### src/rtl/lockstep_chk_pkg.sv
// -----------------------------------------------------------------------------
// lockstep_chk_pkg
// Shared types and helpers for the lockstep output checker.
//   chk_state_e : checker FSM states
//   SETTLE_W    : width of the settle-window down-counter (SETTLE_CYCLES <= 15)
//   VIDX_W      : width of the internal vector index (NUM_VECTORS <= 65535)
//   sat_inc()   : saturating increment against a caller-supplied ceiling
// -----------------------------------------------------------------------------
package lockstep_chk_pkg;

    typedef enum logic [1:0] {
        IDLE    = 2'd0,
        SETTLE  = 2'd1,
        COMPARE = 2'd2,
        DONE    = 2'd3
    } chk_state_e;

    localparam int SETTLE_W = 4;
    localparam int VIDX_W   = 16;
    localparam int SAT_W    = 32;

    // Counters narrower than SAT_W pass their all-ones value as max_val,
    // so one helper serves every counter width up to 32 bits.
    function automatic logic [SAT_W-1:0] sat_inc(input logic [SAT_W-1:0] count,
                                                 input logic [SAT_W-1:0] max_val);
        if (count >= max_val)
            return max_val;
        else
            return count + SAT_W'(1);
    endfunction

endpackage

### src/rtl/chk_sat_counter.sv
// -----------------------------------------------------------------------------
// chk_sat_counter
// CNT_W-bit up counter that sticks at all-ones.
//   clk   in  : clock, rising edge
//   rst   in  : asynchronous active-low reset
//   clr   in  : synchronous clear (wins over en)
//   en    in  : count enable
//   count out : current count
// -----------------------------------------------------------------------------
module chk_sat_counter
    import lockstep_chk_pkg::*;
#(
    parameter int CNT_W = 16
) (
    input  logic             clk,
    input  logic             rst,
    input  logic             clr,
    input  logic             en,
    output logic [CNT_W-1:0] count
);

    localparam logic [SAT_W-1:0] CNT_MAX = SAT_W'({CNT_W{1'b1}});

    always_ff @(posedge clk or negedge rst) begin
        if (!rst)
            count <= '0;
        else if (clr)
            count <= '0;
        else if (en)
            count <= CNT_W'(sat_inc(SAT_W'(count), CNT_MAX));
    end

endmodule

### config.mk
export PLATFORM = sky130hd
export DESIGN_NAME = chk_sat_counter
export DESIGN_NICKNAME = d
export VERILOG_FILES = /design/src/rtl/lockstep_chk_pkg.sv /design/src/rtl/chk_sat_counter.sv
export SDC_FILE = /design/constraint.sdc
export NUM_CORES = 1
export LEC_CHECK = 0
export ABC_CLOCK_PERIOD_IN_PS = 1800
export BUFFER_PORTS_ARGS = -buffer_cell sky130_fd_sc_hd__buf_2
export CAP_MARGIN = 20
export CORE_MARGIN = 2
export CORE_UTILIZATION = 50
export CTS_BUF_LIST = sky130_fd_sc_hd__clkbuf_8
export DETAILED_ROUTE_END_ITERATION = 7
export GPL_TIMING_DRIVEN = 0
export HOLD_SLACK_MARGIN = 0.05
export PLACE_DENSITY = 0.76
export REMOVE_ABC_BUFFERS = 1
export SLEW_MARGIN = 20
export SYNTH_ARGS = -nofsm -noshare
export SYNTH_HDL_FRONTEND = slang
export SYNTH_SLANG_ARGS = --single-unit
### constraint.sdc
create_clock -name clk -period 1.8 [get_ports clk]
set_input_delay 0.36 -clock clk [delete_from_list [all_inputs] [get_ports clk]]
set_output_delay 0.36 -clock clk [all_outputs]
set_load 0.01 [all_outputs]
* Yosys cells after proc, flatten, opt, wreduce, memory -nomap -nowiden
Cells that the tools add are included.
** Storage, ports and cells
- Register bits :: 16
- Word-level logic and storage cells :: 7
** Operators by class
- Reduce and logical (&&, ||, !) cells :: 1
- Mux-type cells :: 3
- $lt $le $gt $ge :: 1
- $add $sub $neg :: 1
** Operators with widths (number)
- 16-bit 2-to-1 mux :: 3
- 16-bit by 1-bit adder with 16-bit output, second input constant :: 1
- 16-bit >= comparator, second input constant :: 1
- 2-bit nonzero test :: 1

* Depth between registers and ports, before layout
Gate-level depths: netlist of run 1.
- Depth after elaboration :: 4
- Depth in mapped cells :: 5

* Worst setup path after synthesis of run 1
No wires, ideal clock.
- Kind :: flip-flop to flip-flop
- Start :: register count[0]
- End :: register count[9]
- Setup time :: 0.111 ns
- Arrival :: 1.700 ns
- Path buffers :: 0
- Path slack :: -0.011 ns
- Period minus slack after synthesis :: 1.811 ns
- Cell stages (with the launch flop) :: 6
- Cells stage by stage :: dfrtp_1 -> ha_1 -> nand3_1 -> nor4_4 -> a211oi_2 -> a2111oi_2
** On the way
- Longest elaborated chain between the ends :: 4
- Elaborated cells on any way between the ends :: 5
- Those cells by class :: add/sub (1); order compare (1); mux (3)
** RTL lines
- start: declaration :: RTL line chk_sat_counter.sv:19 : output logic [CNT_W-1:0] count
- start signal: assignment :: RTL line chk_sat_counter.sv:30 : count <= CNT_W'(sat_inc(SAT_W'(count), CNT_MAX));
- 16-bit by 1-bit adder with 16-bit output or 16-bit >= comparator (tied branches) :: RTL line lockstep_chk_pkg.sv:29, lockstep_chk_pkg.sv:26
- 16-bit 2-to-1 mux (*) :: RTL line lockstep_chk_pkg.sv:26 : if (count >= max_val)
- 16-bit 2-to-1 mux (*) :: RTL line chk_sat_counter.sv:29 : else if (en)
- 16-bit 2-to-1 mux (*) :: RTL line chk_sat_counter.sv:27 : else if (clr)
Every way passes the cells marked *; elsewhere a longest branch is shown, timed or not. The select of a mux whose other input is x is not followed.
A chain may end at the register's enable or synchronous reset.

* Worst setup path after layout of run 1
- Start :: register count[0]
- End :: register count[2]
Same word-level chain as after synthesis.

==> results by group, run 1 <==
Outcome
  • Result of the run: finished clean

Critical path
  • Worst setup path class: register to register
  • Type of destination of the critical path: register
  • End of the worst register-to-register path: count[2]$_DFFE_PN0P_
  • Internal reg-to-reg setup slack: approximately 110 ps
  • RR Startpoint: count[0]$_DFFE_PN0P_
  • Data required, critical path: between 1500 and 2000 ps
  • Number of cells on the worst reg-to-reg path: 6
  • Type of origin of the critical path: register
  • Data arrival time at the worst-slack endpoint: roughly 1900 ps
  • Maximum fanout encountered on the critical timing path: 7

Hold path
  • Worst Hold Path Cells: 2
  • Min-Delay Path Class: input pin to register
  • Startpoint of the tightest hold check path: clr
  • Worst min-delay path endpoint: count[1]$_DFFE_PN0P_

Cells and area
  • Post-layout util: 67.5%
  • Max FFs per register: 16
  • Final std cells w/o fill: roughly 150
  • Largest register by flop count: count
  • Number of nets in the final layout: 126
  • Antenna diode count: 0
  • Area Growth Syn to Fin: 25.4%
  • Largest registers: count (16)
  • Layout cell share with drive strength beyond 1: 36.7%

Power
  • Switching power of the nets: about 0.17 mW
  • Part of the power in the clock network: between 40 and 50%
  • Combinational share of power: under 10%
  • Worst voltage drop across the vdd grid: between 0.0004 and 0.0005 V
  • Pleak: approximately 0.53 nW
  • Switching share of total power: a little under a quarter
  • Int Pwr: 0.579 mW
  • Sequential share of power: between 40% and 50%
  • Power density relative to cell area: approximately 640 nW/µm²

Global routing
  • Wire length of the first global-routing pass: approximately 3.8 mm
  • Via count of the first global-routing pass: 816
  • Initial antenna violation count: 0
  • Total overflow reported by the global router: 0
  • Largest net degree at the start of global routing: 20
  • GR Util All Layers: about a quarter

Synthesis
  • Syn_area_per_cell: 9.79 µm²
  • Number of enable flip-flop cells after synthesis: 0
  • Cell types occupying the most area after synthesis: dfrtp_1 43%, a211oi_1 4.8%, a31oi_1 4.7%, o21bai_1 4.0%, a21oi_1 3.2%
  • Leading register cell type out of synthesis: dfrtp_1
  • Synthesized cell area: around 940 µm²
  • Sequential area share after synthesis: 42.6%
  • Flops & latches, synth: 16
  • Cell variety after synth: 33
  • Total of warnings raised by yosys: 0
  • Dominant cell type by area after synthesis: dfrtp_1
  • Portion of synthesized cell area occupied by the leading cell type: roughly 43%
  • Fraction of registers with async set or reset after synthesis: between 90% and 100%
  • Most numerous cell in the Yosys netlist: dfrtp_1
  • Most used standard cells in the synthesized netlist: 16 x dfrtp_1, 7 x a31oi_1, 7 x nor2_1
  • Number of instances in the synthesized netlist: 96

STA
  • Setup Skew: 4.77 ps
  • Maximum clock frequency: roughly 0.6 GHz
  • Setup repair after global routing missed its margin: yes
  • Setup TNS: 0 ps
  • Final-report max-slew violation count: 0
  • Final number of setup-violating endpoints: 0
  • Tightest Pin Transition: ~600 ps
  • Worst relative slew slack: a little under 60%
  • Final worst path period need: roughly 1700 ps
  • Ratio of final minimum period to clock period: between 90% and 100%
  • Hold Fails Final Rpt: 0

Drt
  • Wire length per cell after detailed routing: about 15 µm
  • Via count: between 800 and 900
  • DRT Pass-1 Iters: 4
  • Detail-routed via count per cell: 6.14
  • Total routed wirelength: 2.25 mm
  • Number of remaining DRC errors: 0
  • Remaining antenna violation count: 0
  • DR iter-0 viols: 17

Clock tree
  • Sink count of the clock tree: 16
  • H-Tree Depth: 1
  • TritonCTS clock tree: yes
  • CTS root buf: clkbuf_8
  • Source-to-sink clock delay at the later pin of the worst-skew pair: around 250 ps
  • CTS Buffer Depth: 2
  • Clock-pin slew of the registers on the worst-case setup and hold paths: 70 ps
  • Number of buffers created by CTS: 3

Placement
  • Port bufs: 19
  • Half-perimeter wire length of the detailed placement result: 1.41 mm
  • Inst Count DP: 136
  • Placer's final routability congestion estimate: ~0.8

Die
  • Die boundary height: about 47 µm
  • Initial Util: a little over half
  • Std-Cell Rows: 15
  • DIE AREA: around 2200 µm²
  • Area of the core region: between 1500 and 2000 µm²
  • Die W: around 47 µm
  • I/O pin count: 20

Job
  • Max-cap violations: 0
-- worst max-delay path, stage by stage, from the launching register on --
cell	delay [ps]
dfrtp_2	420
ha_4	180
nand3_4	100
nor4_4	310
buf_6	180
nand2_2	130
a211oi_1	270
-- power groups by stage --
stage,Clock [mW],Combinational (mW),Sequential [mW]
finish,0.328,0.0529,0.371
global route,0.352,0.0594,0.371
CTS,0.328,0.0425,0.369
detailed placement,0,0.0403,0.376
global placement,0,0.0394,0.376
floorplan,0,0.0118,0.377
-- worst max-delay path by stage --
stage | from | slack [ps] | endpoint
2_1_floorplan | count[0]$_DFFE_PN0P_ | -10 | count[9]$_DFFE_PN0P_
6_report | count[0]$_DFFE_PN0P_ | 110 | count[2]$_DFFE_PN0P_
3_5_place_dp | count[0]$_DFFE_PN0P_ | -200 | count[1]$_DFFE_PN0P_
5_1_grt | count[0]$_DFFE_PN0P_ | 7 | count[9]$_DFFE_PN0P_
3_3_place_gp | count[0]$_DFFE_PN0P_ | -190 | count[1]$_DFFE_PN0P_
4_1_cts | count[0]$_DFFE_PN0P_ | 8 | count[9]$_DFFE_PN0P_
-- through the flow --
stage	setup slack (ps)	hold slack (ps)	power [mW]	cell area [µm²]
2_1_floorplan	-10.9	64.4	0.389	917
3_3_place_gp	-192	295	0.415	1040
3_5_place_dp	-202	297	0.416	1040
4_1_cts	8.11	489	0.740	1130
5_1_grt	6.58	515	0.782	1180
6_report	115	492	0.751	1180
-- final cells by class --
cell class                 count  area (µm²)
multi-input combinational     73         539
clock buffer                   4        55.1
tap                           25        31.3
fill                         125         567
inverter                       3        11.3
sequential                    16         403
timing repair buffer          24         139
-- logic make-up after synthesis --
logic type	count (synthesis)	share of synthesized area [%]
adder cells (fa/ha/maj)	1	1.33
AND/OR/NAND/NOR	41	28.4
AO/OA/AOI/OAI	31	24.1
buffers and inverters	7	3.59
flip-flops	16	42.6
-- timing repair --
action,in CTS,in global routing
hold endpoints to repair,16,0
pin swaps,1,5
endpoints found under the setup margin,15,15
resized for setup,2,9
setup buffers,2,2
hold buffers,1,0
-- per-layer routing --
| metal | up-vias | routed length (µm) | global-route usage, % |
|---|---|---|---|
| met5 | - | 0 | 0 |
| met4 | 0 | 31 | 12.8 |
| met3 | 4 | 135 | 3.46 |
| met2 | 39 | 1100 | 35.9 |
| met1 | 424 | 985 | 33.1 |
| li1 | 423 | - | - |
-- placed cells by master, fill, tap and decap left out, types with 3 or more instances in the layout --
master,netlist,layout
nand4_1,3,3
nor2_1,7,7
nand2_1,4,4
a211oi_1,6,6
and3_1,3,3
o21bai_1,5,5
inv_1,3,3
dfrtp_1,16,14
clkbuf_8,0,4
a31oi_1,7,7
a21oi_1,6,6
buf_4,0,3
nor4_1,3,3
buf_2,0,19
Note: power is estimated with default switching activity, not from simulation.
==> inputs of run 2 (changes only) <==
--- a/config.mk
+++ b/config.mk
@@ -5,7 +5,7 @@
 export SDC_FILE = /design/constraint.sdc
 export NUM_CORES = 1
 export LEC_CHECK = 0
-export ABC_CLOCK_PERIOD_IN_PS = 1800
+export ABC_CLOCK_PERIOD_IN_PS = 1400
 export BUFFER_PORTS_ARGS = -buffer_cell sky130_fd_sc_hd__buf_2
 export CAP_MARGIN = 20
 export CORE_MARGIN = 2
==> constraint.sdc (replaced) <==
create_clock -name clk -period 1.4 [get_ports clk]
set_input_delay 0.28 -clock clk [delete_from_list [all_inputs] [get_ports clk]]
set_output_delay 0.28 -clock clk [all_outputs]
set_load 0.01 [all_outputs]
==> run 2 against run 1 <==
Against the previous run:
- the flow now finishes with violations (setup timing)
- die area is the same
- worst hold slack worse by 49 ps
- routed wire length increased by 51%
- register-to-register slack got worse by 270 ps
- sequential power increased by 28%
- largest cell class unchanged
- total power grew 32%
- highest routed layer unchanged
- setup slack got worse by 270 ps
- sequential cell count did not move
- critical path type unchanged
- critical endpoint is now count[15]$_DFFE_PN0P_
- sequential share of layout area down 7.1 points
- clock power up 31%
==> results by group, run 2 (synthesis results as in run 1) <==
Clock tree
  • H-Tree Depth: 1
  • CTS root buf: clkbuf_8
  • Number of buffers created by CTS: 3
  • Clock-pin slew of the registers on the worst-case setup and hold paths: roughly 70 ps
  • Source-to-sink clock delay at the later pin of the worst-skew pair: 250 ps
  • TritonCTS clock tree: yes
  • Sink count of the clock tree: 16
  • CTS Buffer Depth: 2

STA
  • Setup repair after global routing missed its margin: yes
  • Worst Slack Setup Final: -156 ps
  • Final-layout worst hold slack: 442 ps
  • Setup Skew: around 2.2 ps
  • Ratio of final minimum period to clock period: 111%
  • Final worst path period need: 1560 ps
  • Tightest Pin Transition: between 400 and 500 ps
  • Hold Fails Final Rpt: 0
  • Worst relative slew slack: roughly 73%
  • Final number of setup-violating endpoints: 17
  • Maximum clock frequency: about 0.64 GHz
  • Final-report max-slew violation count: 0

Global routing
  • Via count of the first global-routing pass: 852
  • GR Util All Layers: 26.6%
  • Largest net degree at the start of global routing: 20
  • Wire length of the first global-routing pass: 4.02 mm
  • Initial antenna violation count: 0
  • Total overflow reported by the global router: 0

Critical path
  • Worst setup path class: register to register
  • Type of origin of the critical path: register
  • Data arrival time at the worst-slack endpoint: ~1700 ps
  • Data required, critical path: ~1500 ps
  • Number of cells on the worst reg-to-reg path: 7
  • Maximum fanout encountered on the critical timing path: 7
  • Type of destination of the critical path: register

Die
  • Die W: roughly 47 µm
  • DIE AREA: between 2000 and 2500 µm²
  • Area of the core region: 1750 µm²
  • Initial Util: ~54%
  • Die boundary height: between 40 and 50 µm
  • I/O pin count: 20
  • Std-Cell Rows: 15

Hold path
  • Worst Hold Path Cells: 2
  • Min-Delay Path Class: input pin to register

Drt
  • Total routed wirelength: between 3 and 4 mm
  • Wire length per cell after detailed routing: 20.1 µm
  • DR iter-0 viols: 58
  • Detail-routed via count per cell: around 6.4
  • Remaining antenna violation count: 0
  • DRT Pass-1 Iters: 4
  • Via count: 1082
  • Number of remaining DRC errors: 0

Placement
  • Half-perimeter wire length of the detailed placement result: 1.41 mm
  • Cell area after placement: about 1000 µm²
  • Port bufs: 19
  • Placer's final routability congestion estimate: between 0.8 and 0.9
  • Worst slack, placed: -602 ps

Cells and area
  • Max FFs per register: 16
  • Filler Cells Inserted: 82
  • Final design area excluding fillers: ~1500 µm²
  • Area Growth Syn to Fin: 62.1%
  • Largest register by flop count: count
  • Commonest non-fill, non-tap cells in the layout: 21 x buf_4, 19 x buf_2, 10 x dfrtp_2
  • Most frequent standard cell in the layout excluding fill and tap cells: buf_4
  • Antenna diode count: 0
  • Layout cell share with drive strength beyond 1: approximately 66%
  • Number of nets in the final layout: between 100 and 150
  • Largest registers: count (16)

Power
  • Pleak: around 0.68 nW
  • Worst voltage drop across the vdd grid: between 0.0006 and 0.0007 V
  • Total chip power: approximately 0.99 mW
  • Power density relative to cell area: roughly 650 nW/µm²

Job
  • Max-cap violations: 0

Outcome
  • Result of the run: finished with violations
  • Failing checks: setup timing
-- run 2: changes by cell type in the layout (fill, tap and decap cells not counted), moves of 5 or more --
| cell | change |
|---|---|
| a211oi_2 | +5 |
| dfrtp_2 | +8 |
| dfrtp_1 | -8 |
| buf_6 | +5 |
| buf_4 | +18 |
| a211oi_1 | -5 |
-- run 2: metrics by stage --
stage	setup TNS, ps	instances	utilization, %
finish	-1260	168	87.2
global route	-2310	168	87.2
CTS	-1870	148	71.7
detailed placement	-7970	136	59.8
global placement	-7640	136	59.8
floorplan	-4630	92	-
-- run 2: layout make-up --
cell class | count | area [µm²] | share of cell area [%]
tap | 25 | 31.3 | 2.05
multi-input combinational | 73 | 682 | 44.8
clock buffer | 4 | 55.1 | 3.62
sequential | 16 | 413 | 27.1
inverter | 3 | 11.3 | 0.740
timing repair buffer | 47 | 330 | 21.7
-- run 2: metal layers --
layer	up-vias	GRT usage, %	share of wire (%)
met3	14	6.54	7.8
li1	470	-	-
met5	-	0	0
met2	69	40.3	48
met4	0	11.7	3.6
met1	529	35.7	41
-- run 2: worst paths after layout --
check / from / endpoint / slack (ps)
worst max-delay path: count[0]$_DFFE_PN0P_ / count[15]$_DFFE_PN0P_ / -160
worst min-delay path: clr / count[10]$_DFFE_PN0P_ / 440
worst max register to register: count[0]$_DFFE_PN0P_ / count[15]$_DFFE_PN0P_ / -160
worst min register to register: count[6]$_DFFE_PN0P_ / count[6]$_DFFE_PN0P_ / 540
max in group asynchronous: rst / count[2]$_DFFE_PN0P_ / 630
min in group asynchronous: rst / count[11]$_DFFE_PN0P_ / 470
-- run 2: worst max-delay path, cell delays in order (launching register included) --
cell       delay, ps
dfrtp_1          420
ha_4             190
nand3_4          100
nor4_4            40
buf_6            130
buf_4            130
a2111oi_2        340
a211oi_1          70
-- run 2: repair_timing --
item / 4_1_cts / 5_1_grt
hold buffers: 1 / 0
setup endpoints to repair: 16 / 16
resized for setup: 22 / 32
buffers inserted: 7 / 20
pin swaps: 14 / 15
cloned: 0 / 0
endpoints found under the hold margin: 16 / 0
-- run 2: where the power goes --
part,internal [mW],switching (mW),total (mW)
Combinational,0.0370,0.0510,0.0879
Sequential,0.467,0.00758,0.475
Clock,0.250,0.181,0.431
==> inputs of run 3 (changes only) <==
--- a/config.mk
+++ b/config.mk
@@ -9,12 +9,12 @@
 export BUFFER_PORTS_ARGS = -buffer_cell sky130_fd_sc_hd__buf_2
 export CAP_MARGIN = 20
 export CORE_MARGIN = 2
-export CORE_UTILIZATION = 50
+export CORE_UTILIZATION = 45
 export CTS_BUF_LIST = sky130_fd_sc_hd__clkbuf_8
 export DETAILED_ROUTE_END_ITERATION = 7
 export GPL_TIMING_DRIVEN = 0
 export HOLD_SLACK_MARGIN = 0.05
-export PLACE_DENSITY = 0.76
+export PLACE_DENSITY = 0.69
 export REMOVE_ABC_BUFFERS = 1
 export SLEW_MARGIN = 20
 export SYNTH_ARGS = -nofsm -noshare
==> run 3 against run 2 <==
Against the previous run:
- the flow still finishes with violations (setup timing)
- count of clock-buffer cells in the layout is the same
- utilization fell by 9.1 points
- via count shrank 2.8%
- total power fell by 2.4%
- global-route usage shrank 6.3 points
- routed wire length fell by 8.2%
- register-to-register slack got worse by 20 ps
- critical endpoint is now count[11]$_DFFE_PN0P_
- largest power group unchanged
==> results by group, run 3 (synthesis results as in run 1) <==
STA
  • Maximum clock frequency: 0.636 GHz
  • Tightest Pin Transition: 375 ps
  • Hold Fails Final Rpt: 0
  • Setup TNS: -1440 ps
  • Setup repair after global routing missed its margin: yes
  • Worst Slack Setup Final: -173 ps
  • Final worst path period need: between 1500 and 2000 ps
  • Ratio of final minimum period to clock period: 112%
  • Final-report max-slew violation count: 0
  • Worst relative slew slack: around 75%
  • Final number of setup-violating endpoints: 14
  • Setup Skew: 4.95 ps

Die
  • Die boundary height: 49.7 µm
  • Initial Util: ~48%
  • DIE AREA: 2470 µm²
  • Std-Cell Rows: 16
  • I/O pin count: 20
  • Die W: 49.7 µm
  • Area of the core region: 1960 µm²

Placement
  • Placer's final routability congestion estimate: approximately 0.82
  • Worst slack, placed: -600 ps
  • Half-perimeter wire length of the detailed placement result: 1.41 mm
  • Port bufs: 19

Critical path
  • End of the worst register-to-register path: count[11]$_DFFE_PN0P_
  • Number of cells on the critical path: 5
  • RR Startpoint: count[0]$_DFFE_PN0P_
  • Crit-path slowest cell: dfrtp_1
  • Delay of the slowest critical-path stage: roughly 400 ps
  • CP Capture Point: count[11]$_DFFE_PN0P_
  • Top Family by Delay on Critical Path: simple AND/OR/NAND/NOR gates
  • Worst path buffer plus inverter count: 1
  • Origin of the worst setup path: count[0]$_DFFE_PN0P_
  • Data required, critical path: around 1600 ps
  • Worst-path cell chain: buf_4 > and4_4 > a41oi_1 > or2_2 > a41oi_1
  • Internal reg-to-reg setup slack: -170 ps
  • Type of destination of the critical path: register
  • Number of cells on the worst reg-to-reg path: 5
  • Data arrival time at the worst-slack endpoint: 1720 ps
  • Type of origin of the critical path: register
  • Maximum fanout encountered on the critical timing path: 6
  • Critical path's most frequent cell: a41oi_1
  • Worst setup path class: register to register

Drt
  • Remaining antenna violation count: 0
  • Number of remaining DRC errors: 0
  • Wire length per cell after detailed routing: between 15 and 20 µm
  • Total routed wirelength: slightly above 3 mm
  • DR iter-0 viols: 33
  • Detail-routed via count per cell: slightly above 6
  • DRT Pass-1 Iters: 4
  • Via count: approximately 1100

Clock tree
  • TritonCTS clock tree: yes
  • CTS root buf: clkbuf_8
  • Sink count of the clock tree: 16
  • H-Tree Depth: 1
  • Number of buffers created by CTS: 3
  • CTS Buffer Depth: 2
  • Clock-pin slew of the registers on the worst-case setup and hold paths: ~70 ps
  • Source-to-sink clock delay at the later pin of the worst-skew pair: about 260 ps

Outcome
  • Result of the run: finished with violations
  • Failing checks: setup timing

Global routing
  • Largest net degree at the start of global routing: 20
  • Routing usage on met3: just under 4%
  • Total overflow reported by the global router: 0
  • Routing usage on met2: between 30% and 40%
  • Via count of the first global-routing pass: 849
  • Most utilized layer in the global route result: met2
  • Wire length of the first global-routing pass: between 3 and 4 mm
  • Met1 Usage GRT: between 20% and 30%
  • Initial antenna violation count: 0
  • GR Util All Layers: roughly a fifth

Power
  • Worst voltage drop across the vdd grid: slightly above 0.0005 V
  • Power density relative to cell area: 633 nW/µm²
  • Pleak: 0.722 nW

Cells and area
  • Filler Cells Inserted: roughly 140
  • Max FFs per register: 16
  • Post-layout util: 78.1%
  • Layout cell share with drive strength beyond 1: 62.5%
  • Area Growth Syn to Fin: 63.1%
  • Largest register by flop count: count
  • Most frequent standard cell in the layout excluding fill and tap cells: buf_4
  • Commonest non-fill, non-tap cells in the layout: 25 x buf_4, 19 x buf_2, 8 x dfrtp_1, 8 x dfrtp_2
  • Antenna diode count: 0
  • Largest registers: count (16)
  • Number of nets in the final layout: 150

Job
  • Max-cap violations: 0

Hold path
  • Min-Delay Path Class: input pin to register
-- run 3: changes by cell type in the layout (fill, tap and decap cells not counted), sizes merged --
| cell | change |
|---|---|
| dlymetal6s2s | +1 |
-- run 3: how the worst min path moves through the flow --
stage / start / endpoint / slack (ps) / cells after the start
finish: clr / count[15]$_DFFE_PN0P_ / 430 / 2
global route: clr / count[15]$_DFFE_PN0P_ / 440 / 2
CTS: clr / count[9]$_DFFE_PN0P_ / 400 / 2
detailed placement: rst / count[5]$_DFFE_PN0P_ / 210 / 1
global placement: rst / count[6]$_DFFE_PN0P_ / 210 / 1
floorplan: rst / count[0]$_DFFE_PN0P_ / -20 / 0
-- run 3: per-stage QoR --
| step | instances | hold slack (ps) | area, µm² | total power [mW] |
|---|---|---|---|---|
| 6_report | 171 | 432 | 1530 | 0.970 |
| 5_1_grt | 171 | 440 | 1530 | 1.01 |
| 4_1_cts | 150 | 399 | 1210 | 0.972 |
| 3_5_place_dp | 138 | 213 | 1050 | 0.534 |
| 3_3_place_gp | 138 | 211 | 1050 | 0.534 |
| 2_1_floorplan | 92 | -15.6 | 917 | 0.500 |
-- run 3: metal layers --
metal | up-vias | routed length (µm)
met4 | 0 | 102
met2 | 44 | 1550
met3 | 12 | 131
met1 | 516 | 1330
met5 | - | 0
li1 | 480 | -
-- run 3: cell type report --
class	count	area, µm²	area share [%]
Sequential cell	16	410	26.8
Timing Repair Buffer	48	328	21.4
Multi-Input combinational cell	73	694	45.3
Clock buffer	4	55.1	3.59
Inverter	3	11.3	0.735
Tap cell	27	33.8	2.20
-- run 3: where the power goes --
group          leakage (nW)  internal, mW  switching (mW)
Sequential            0.208         0.467         0.00697
Combinational         0.485        0.0276          0.0457
Clock                0.0288         0.250           0.172
Total                 0.722         0.745           0.225
-- run 3: repair_timing --
action,in CTS,in global routing
setup buffers,7,22
resized for setup,12,36
hold endpoints to repair,16,0
pin swaps,14,18
hold buffers,1,0
setup endpoints to repair,16,16
